## config.mk

```make
export PLATFORM = sky130hd
export DESIGN_NAME = ts_channel_scheduler
export DESIGN_NICKNAME = d
export VERILOG_FILES = /design/src/rtl/ts_channel_scheduler.sv
export SDC_FILE = /design/constraint.sdc
export NUM_CORES = 1
export LEC_CHECK = 0
export CORE_AREA = 2 2 90 92
export DETAILED_ROUTE_END_ITERATION = 6
export DIE_AREA = 0 0 92 94
export HOLD_SLACK_MARGIN = 0.08
export PLACE_DENSITY = 0.4
export SYNTH_ARGS = -nofsm -noshare
export SYNTH_HDL_FRONTEND = slang
export SYNTH_SLANG_ARGS = --single-unit
```

## constraint.sdc

```tcl
create_clock -name clk -period 2.72 [get_ports clk]
set_clock_uncertainty 0.05 [all_clocks]
set_input_delay 0.272 -clock clk [delete_from_list [all_inputs] [get_ports clk]]
set_output_delay 0.272 -clock clk [all_outputs]
set_load 0.01 [all_outputs]
```

## src/rtl/ts_channel_scheduler.sv

```systemverilog
// Packet-granular round-robin scheduler for a 4-channel TS output multiplexer.
// Grants one channel for exactly one packet and aborts the grant if the source stalls.
module ts_channel_scheduler #(
    parameter int PKT_LEN = 188,
    parameter int TIMEOUT = 1024
) (
    input  logic       clk,
    input  logic       rst,
    input  logic [3:0] pkt_avail,
    input  logic [3:0] valid,
    output logic [1:0] mux_ctrl,
    output logic       en_mux,
    output logic [3:0] pkt_ack,
    output logic       timeout_err,
    output logic       busy,
    output logic [7:0] byte_cnt
);

    localparam logic [1:0] S_IDLE  = 2'd0;
    localparam logic [1:0] S_XFER  = 2'd1;
    localparam logic [1:0] S_DONE  = 2'd2;
    localparam logic [1:0] S_ABORT = 2'd3;

    logic [1:0]  state_q, state_d;
    logic [1:0]  last_q, last_d;
    logic [1:0]  mux_ctrl_q, mux_ctrl_d;
    logic        en_mux_q, en_mux_d;
    logic [3:0]  pkt_ack_q, pkt_ack_d;
    logic        timeout_err_q, timeout_err_d;
    logic        busy_q, busy_d;
    logic [7:0]  byte_cnt_q, byte_cnt_d;
    logic [15:0] stall_cnt_q, stall_cnt_d;

    logic [1:0]  pick, idx;
    logic        found;

    // Search starts just after the last served channel; the last one is tried last.
    always_comb begin
        pick  = 2'd0;
        found = 1'b0;
        idx   = 2'd0;
        for (int i = 1; i <= 4; i++) begin
            idx = last_q + 2'(i);
            if (!found && pkt_avail[idx]) begin
                pick  = idx;
                found = 1'b1;
            end
        end
    end

    always_comb begin
        state_d       = state_q;
        last_d        = last_q;
        mux_ctrl_d    = mux_ctrl_q;
        en_mux_d      = 1'b0;
        pkt_ack_d     = 4'b0000;
        timeout_err_d = 1'b0;
        byte_cnt_d    = byte_cnt_q;
        stall_cnt_d   = stall_cnt_q;
        case (state_q)
            S_IDLE: begin
                if (found) begin
                    mux_ctrl_d  = pick;
                    byte_cnt_d  = 8'd0;
                    stall_cnt_d = 16'd0;
                    en_mux_d    = 1'b1;
                    state_d     = S_XFER;
                end
            end
            S_XFER: begin
                en_mux_d = 1'b1;
                if (valid[mux_ctrl_q]) begin
                    byte_cnt_d  = byte_cnt_q + 8'd1;
                    stall_cnt_d = 16'd0;
                    if (byte_cnt_q == 8'(PKT_LEN - 1)) begin
                        en_mux_d  = 1'b0;
                        pkt_ack_d = 4'b0001 << mux_ctrl_q;
                        last_d    = mux_ctrl_q;
                        state_d   = S_DONE;
                    end
                end else begin
                    stall_cnt_d = stall_cnt_q + 16'd1;
                    // A stalled channel is charged its turn, same as a completed one.
                    if (stall_cnt_q == 16'(TIMEOUT - 1)) begin
                        en_mux_d      = 1'b0;
                        timeout_err_d = 1'b1;
                        last_d        = mux_ctrl_q;
                        state_d       = S_ABORT;
                    end
                end
            end
            default: state_d = S_IDLE;
        endcase
        busy_d = (state_d != S_IDLE);
    end

    always_ff @(posedge clk) begin
        if (rst) begin
            state_q       <= S_IDLE;
            last_q        <= 2'd3;
            mux_ctrl_q    <= 2'd0;
            en_mux_q      <= 1'b0;
            pkt_ack_q     <= 4'b0000;
            timeout_err_q <= 1'b0;
            busy_q        <= 1'b0;
            byte_cnt_q    <= 8'd0;
            stall_cnt_q   <= 16'd0;
        end else begin
            state_q       <= state_d;
            last_q        <= last_d;
            mux_ctrl_q    <= mux_ctrl_d;
            en_mux_q      <= en_mux_d;
            pkt_ack_q     <= pkt_ack_d;
            timeout_err_q <= timeout_err_d;
            busy_q        <= busy_d;
            byte_cnt_q    <= byte_cnt_d;
            stall_cnt_q   <= stall_cnt_d;
        end
    end

    assign mux_ctrl    = mux_ctrl_q;
    assign en_mux      = en_mux_q;
    assign pkt_ack     = pkt_ack_q;
    assign timeout_err = timeout_err_q;
    assign busy        = busy_q;
    assign byte_cnt    = byte_cnt_q;

endmodule

```

==> results_tabular.tex <==
\begin{tabular}{lr}
\hline
Metric & Value \\
\hline
\multicolumn{2}{l}{\textbf{Run status}} \\
Result of the run & completed \\
\multicolumn{2}{l}{\textbf{Worst setup path}} \\
Worst flop-to-flop path endpoint & stall\_cnt\_q[12] \\
List of cells traversed by the critical path & mux4\_2, or3\_1, nor3\_2, nor2\_1, a311oi\_1 \\
WP buf/inv & 0 \\
Maximum fanout along the worst path & 9 \\
Reg2reg path depth & 5 \\
Slowest stage cell, crit path & sky130\_fd\_sc\_hd\_\_mux4\_2 \\
Critical path launch point & mux\_ctrl[0] \\
CP delay by family, top & simple AND/OR/NAND/NOR gates \\
Type of destination of the critical path & flop \\
Kind of launch point of the worst setup path & flop \\
Slack of the worst reg-to-reg path & about 0.64 ns \\
Category of the critical setup timing path & reg2reg \\
Required time of the critical path & 2.86 ns \\
Slowest Stage Delay on Critical Path & 0.57 ns \\
Critical R2R Launch & mux\_ctrl[0] \\
Setup crit end & stall\_cnt\_q[12] \\
Critical Path Stages & 5 \\
Worst EP arrival & 2.22 ns \\
\multicolumn{2}{l}{\textbf{Floorplan}} \\
Height of the die & 94 um \\
Width of the chip & 92 um \\
Die Outline Area & 8648 um2 \\
IO Count & 27 \\
FP Rows & 32 \\
Initial Utilization & 0.2276 \\
Core area & 7607 um2 \\
\multicolumn{2}{l}{\textbf{Clocking}} \\
Hold Buf Count CTS & 0 \\
Worst-skew pair later-pin latency & a little under 0.3 ns \\
Root cell of the clock tree & sky130\_fd\_sc\_hd\_\_clkbuf\_8 \\
CTS clk-pin slew, worst paths & about 0.070 ns \\
Clock net sink count & 37 \\
Clock tree from TritonCTS & built \\
Number of buffers inserted during clock tree synthesis & 5 \\
\# resized after CTS & 0 \\
Maximum root-to-sink buffer count & 2 \\
Number of H-tree levels & 2 \\
Number of setup buffers added after CTS & 0 \\
\multicolumn{2}{l}{\textbf{Global routing}} \\
Global routing usage summed across all routing layers & 0.1078 \\
Global-route wire length before repair & 7493 um \\
GRT overflow & 0 \\
Initial antenna violation count & 0 \\
Number of global-route vias before repair & about 1500 \\
Maximum number of pins on one net before global-route repair & 21 \\
\multicolumn{2}{l}{\textbf{Logic synthesis}} \\
Mapped cell area & 1732 um2 \\
FF+latch count, synth & 37 \\
Library cell with the largest summed area after synthesis & sky130\_fd\_sc\_hd\_\_dfxtp\_1 \\
Yosys warns & 0 \\
Number of distinct standard cells referenced by the synthesized netlist & 42 \\
Area fraction of the dominant cell type after synthesis & 0.4277 \\
Mean instance size in the synthesized netlist & around 8.4 um2 \\
Dominant cells by area after synthesis & sky130\_fd\_sc\_hd\_\_dfxtp\_1 43\%, sky130\_fd\_sc\_hd\_\_nor2\_1 6.5\%, sky130\_fd\_sc\_hd\_\_a311oi\_1 3.5\% \\
Fraction of the yosys area taken by sequential cells & 0.4277 \\
Synth Net Count & 217 \\
Gate count after technology mapping & 205 \\
\multicolumn{2}{l}{\textbf{Cells and area}} \\
Antenna Diode Count & 0 \\
Nets & 248 \\
Area grow syn2layout & 28.11\% \\
Filler instances & between 800 and 900 \\
Footprint of the flip-flops and latches & 740.7 um2 \\
Area taken by multi-input logic gates & just over 900 um2 \\
Layout cells sized above 1 & 0.06780 \\
\multicolumn{2}{l}{\textbf{STA}} \\
Number of pins exceeding their max-slew limit in the final report & 0 \\
Transition time at the pin with the least slew margin & 0.6250 ns \\
Post-route fraction of the period consumed by the critical path & 0.7636 \\
Unrepaired setup endpoints after global routing & no \\
Final hold viol count & 0 \\
Upper clock frequency limit & 481.4 MHz \\
Final setup fails & 0 \\
Slew HR & 0.5795 \\
Total negative slack for setup checks & 0 ns \\
Hold Worst Slack & $\sim$0.43 ns \\
Final critical-path required period & about 2.1 ns \\
\multicolumn{2}{l}{\textbf{Power and ir drop}} \\
VDD IR-drop max & 0.1464 mV \\
Overall Power & 1.052 mW \\
Power Density & 474.1 nW/um2 \\
Leakage power figure & 0.7346 nW \\
\multicolumn{2}{l}{\textbf{Drt}} \\
Total via count after detailed routing & 1594 \\
DR pass1 iterations & 4 \\
Post-Route WL & approximately 4300 um \\
Final ANT Viol Nets & 0 \\
Number of design rule violations left after detail routing & 0 \\
Drt via density & 4.716 \\
Starting DRT DRC Count & 61 \\
Routed len/inst & between 10 and 15 um \\
\multicolumn{2}{l}{\textbf{Placed design}} \\
Post-DP HPWL & 3138 um \\
Global placement routability congestion & 0.7131 \\
Buffers on Ports & 26 \\
\multicolumn{2}{l}{\textbf{Worst hold path}} \\
Path type of the worst min-delay path & reg2reg \\
\multicolumn{2}{l}{\textbf{Run}} \\
Max-Cap Viols & 0 \\
\hline
\end{tabular}
==> where the power goes <==
| part | internal [mW] | switching (mW) | leakage (nW) | total (mW) |
|---|---|---|---|---|
| Clock | 0.201 | 0.189 | 0.0443 | 0.390 |
| Sequential | 0.550 | 0.00916 | 0.300 | 0.559 |
| Combinational | 0.0482 | 0.0550 | 0.390 | 0.103 |
==> kinds of logic (layout without fill, tap and decap cells) <==
group / Yosys count / count (layout) / synth area share
multiplexers: 4 / 4 / 0.03035
adder cells (fa/ha/maj): 2 / 2 / 0.01445
flip-flops: 37 / 37 / 0.4277
AO/OA/AOI/OAI: 41 / 41 / 0.1647
AND/OR/NAND/NOR: 98 / 98 / 0.2912
XOR/XNOR: 7 / 7 / 0.03541
buffers and inverters: 16 / 47 / 0.03613
==> cells in the final DEF (no fill, tap or decap), types with 7 or more instances in the layout <==
cell type,netlist,routed
sky130_fd_sc_hd__nor2_1,30,30
sky130_fd_sc_hd__nand2_1,16,16
sky130_fd_sc_hd__a21oi_1,9,9
sky130_fd_sc_hd__dfxtp_1,37,37
sky130_fd_sc_hd__nand4_1,8,8
sky130_fd_sc_hd__a311oi_1,7,7
sky130_fd_sc_hd__inv_1,8,8
sky130_fd_sc_hd__clkdlybuf4s50_1,0,26
sky130_fd_sc_hd__nor3_1,8,8
==> flip-flops by register name (all words and copies together), names as in the netlist <==
name	cells
pkt_ack	4
timeout_err	1
en_mux	1
busy	1
stall_cnt_q	16
byte_cnt	8
mux_ctrl	2
state_q	2
last_q	2
==> layer usage <==
layer,GRT usage,share of wire,vias to the layer above
li1,-,-,825
met1,0.1412,0.49,734
met2,0.1740,0.46,29
met3,0.02809,0.037,6
met4,0.03358,0.014,0
met5,0,0,-
==> how the worst min path moves through the flow <==
stage / from / to / slack [ns] / cells after the start
detailed placement: stall_cnt_q[15] / stall_cnt_q[15] / 0.43 / 1
global placement: stall_cnt_q[15] / stall_cnt_q[15] / 0.42 / 1
floorplan: stall_cnt_q[15] / stall_cnt_q[15] / 0.39 / 1
CTS: stall_cnt_q[15] / stall_cnt_q[15] / 0.44 / 1
global route: stall_cnt_q[15] / stall_cnt_q[15] / 0.45 / 1
finish: stall_cnt_q[15] / stall_cnt_q[15] / 0.43 / 1
==> synthesized netlist by cell type (all sizes together) <==
cell type	count
o22ai	2
inv	8
and4	2
nor4bb	1
a211oi	4
a31oi	2
nand2b	3
o22a	1
xor2	3
mux2i	3
o21ai	6
ha	2
buf	3
nand3b	1
o211ai	1
or2	1
nor3b	3
nor4	6
a21oi	9
nor3	10
a41oi	3
a22oi	1
or4	2
nand4	8
nor2	30
xnor2	4
or3	3
dfxtp	37
o211a	1
and2	4
a221oi	1
nand3	6
a32oi	1
clkbuf	5
a31o	1
mux4	1
a311oi	7
and3	2
a21o	1
nand2	16
==> worst register-to-register path, delay by kind of cell, from the launching register on <==
family / cells / cell delay, ns
compound gates: 1 / 0.22
flops: 1 / 0.36
mux: 1 / 0.57
simple gates: 3 / 0.78
==> cell type report <==
type                            instances  area share
Multi-Input combinational cell        152      0.4185
Sequential cell                        37      0.3339
Tap cell                              102     0.05753
Timing Repair Buffer                   32      0.1376
Clock buffer                            7     0.03892
Inverter                                8     0.01354
==> stage by stage <==
step / utilization / setup slack, ns / cell area [um2] / cells
3_3_place_gp: 0.2803 / 0.3915 / 2132 / 331
2_1_floorplan: - / 0.6639 / 1732 / 205
6_report: 0.2916 / 0.6429 / 2218 / 338
5_1_grt: 0.2916 / 0.4469 / 2218 / 338
4_1_cts: 0.2916 / 0.6048 / 2218 / 338
3_5_place_dp: 0.2803 / 0.3413 / 2132 / 331
No activity file was read; power rests on OpenSTA's default activity.
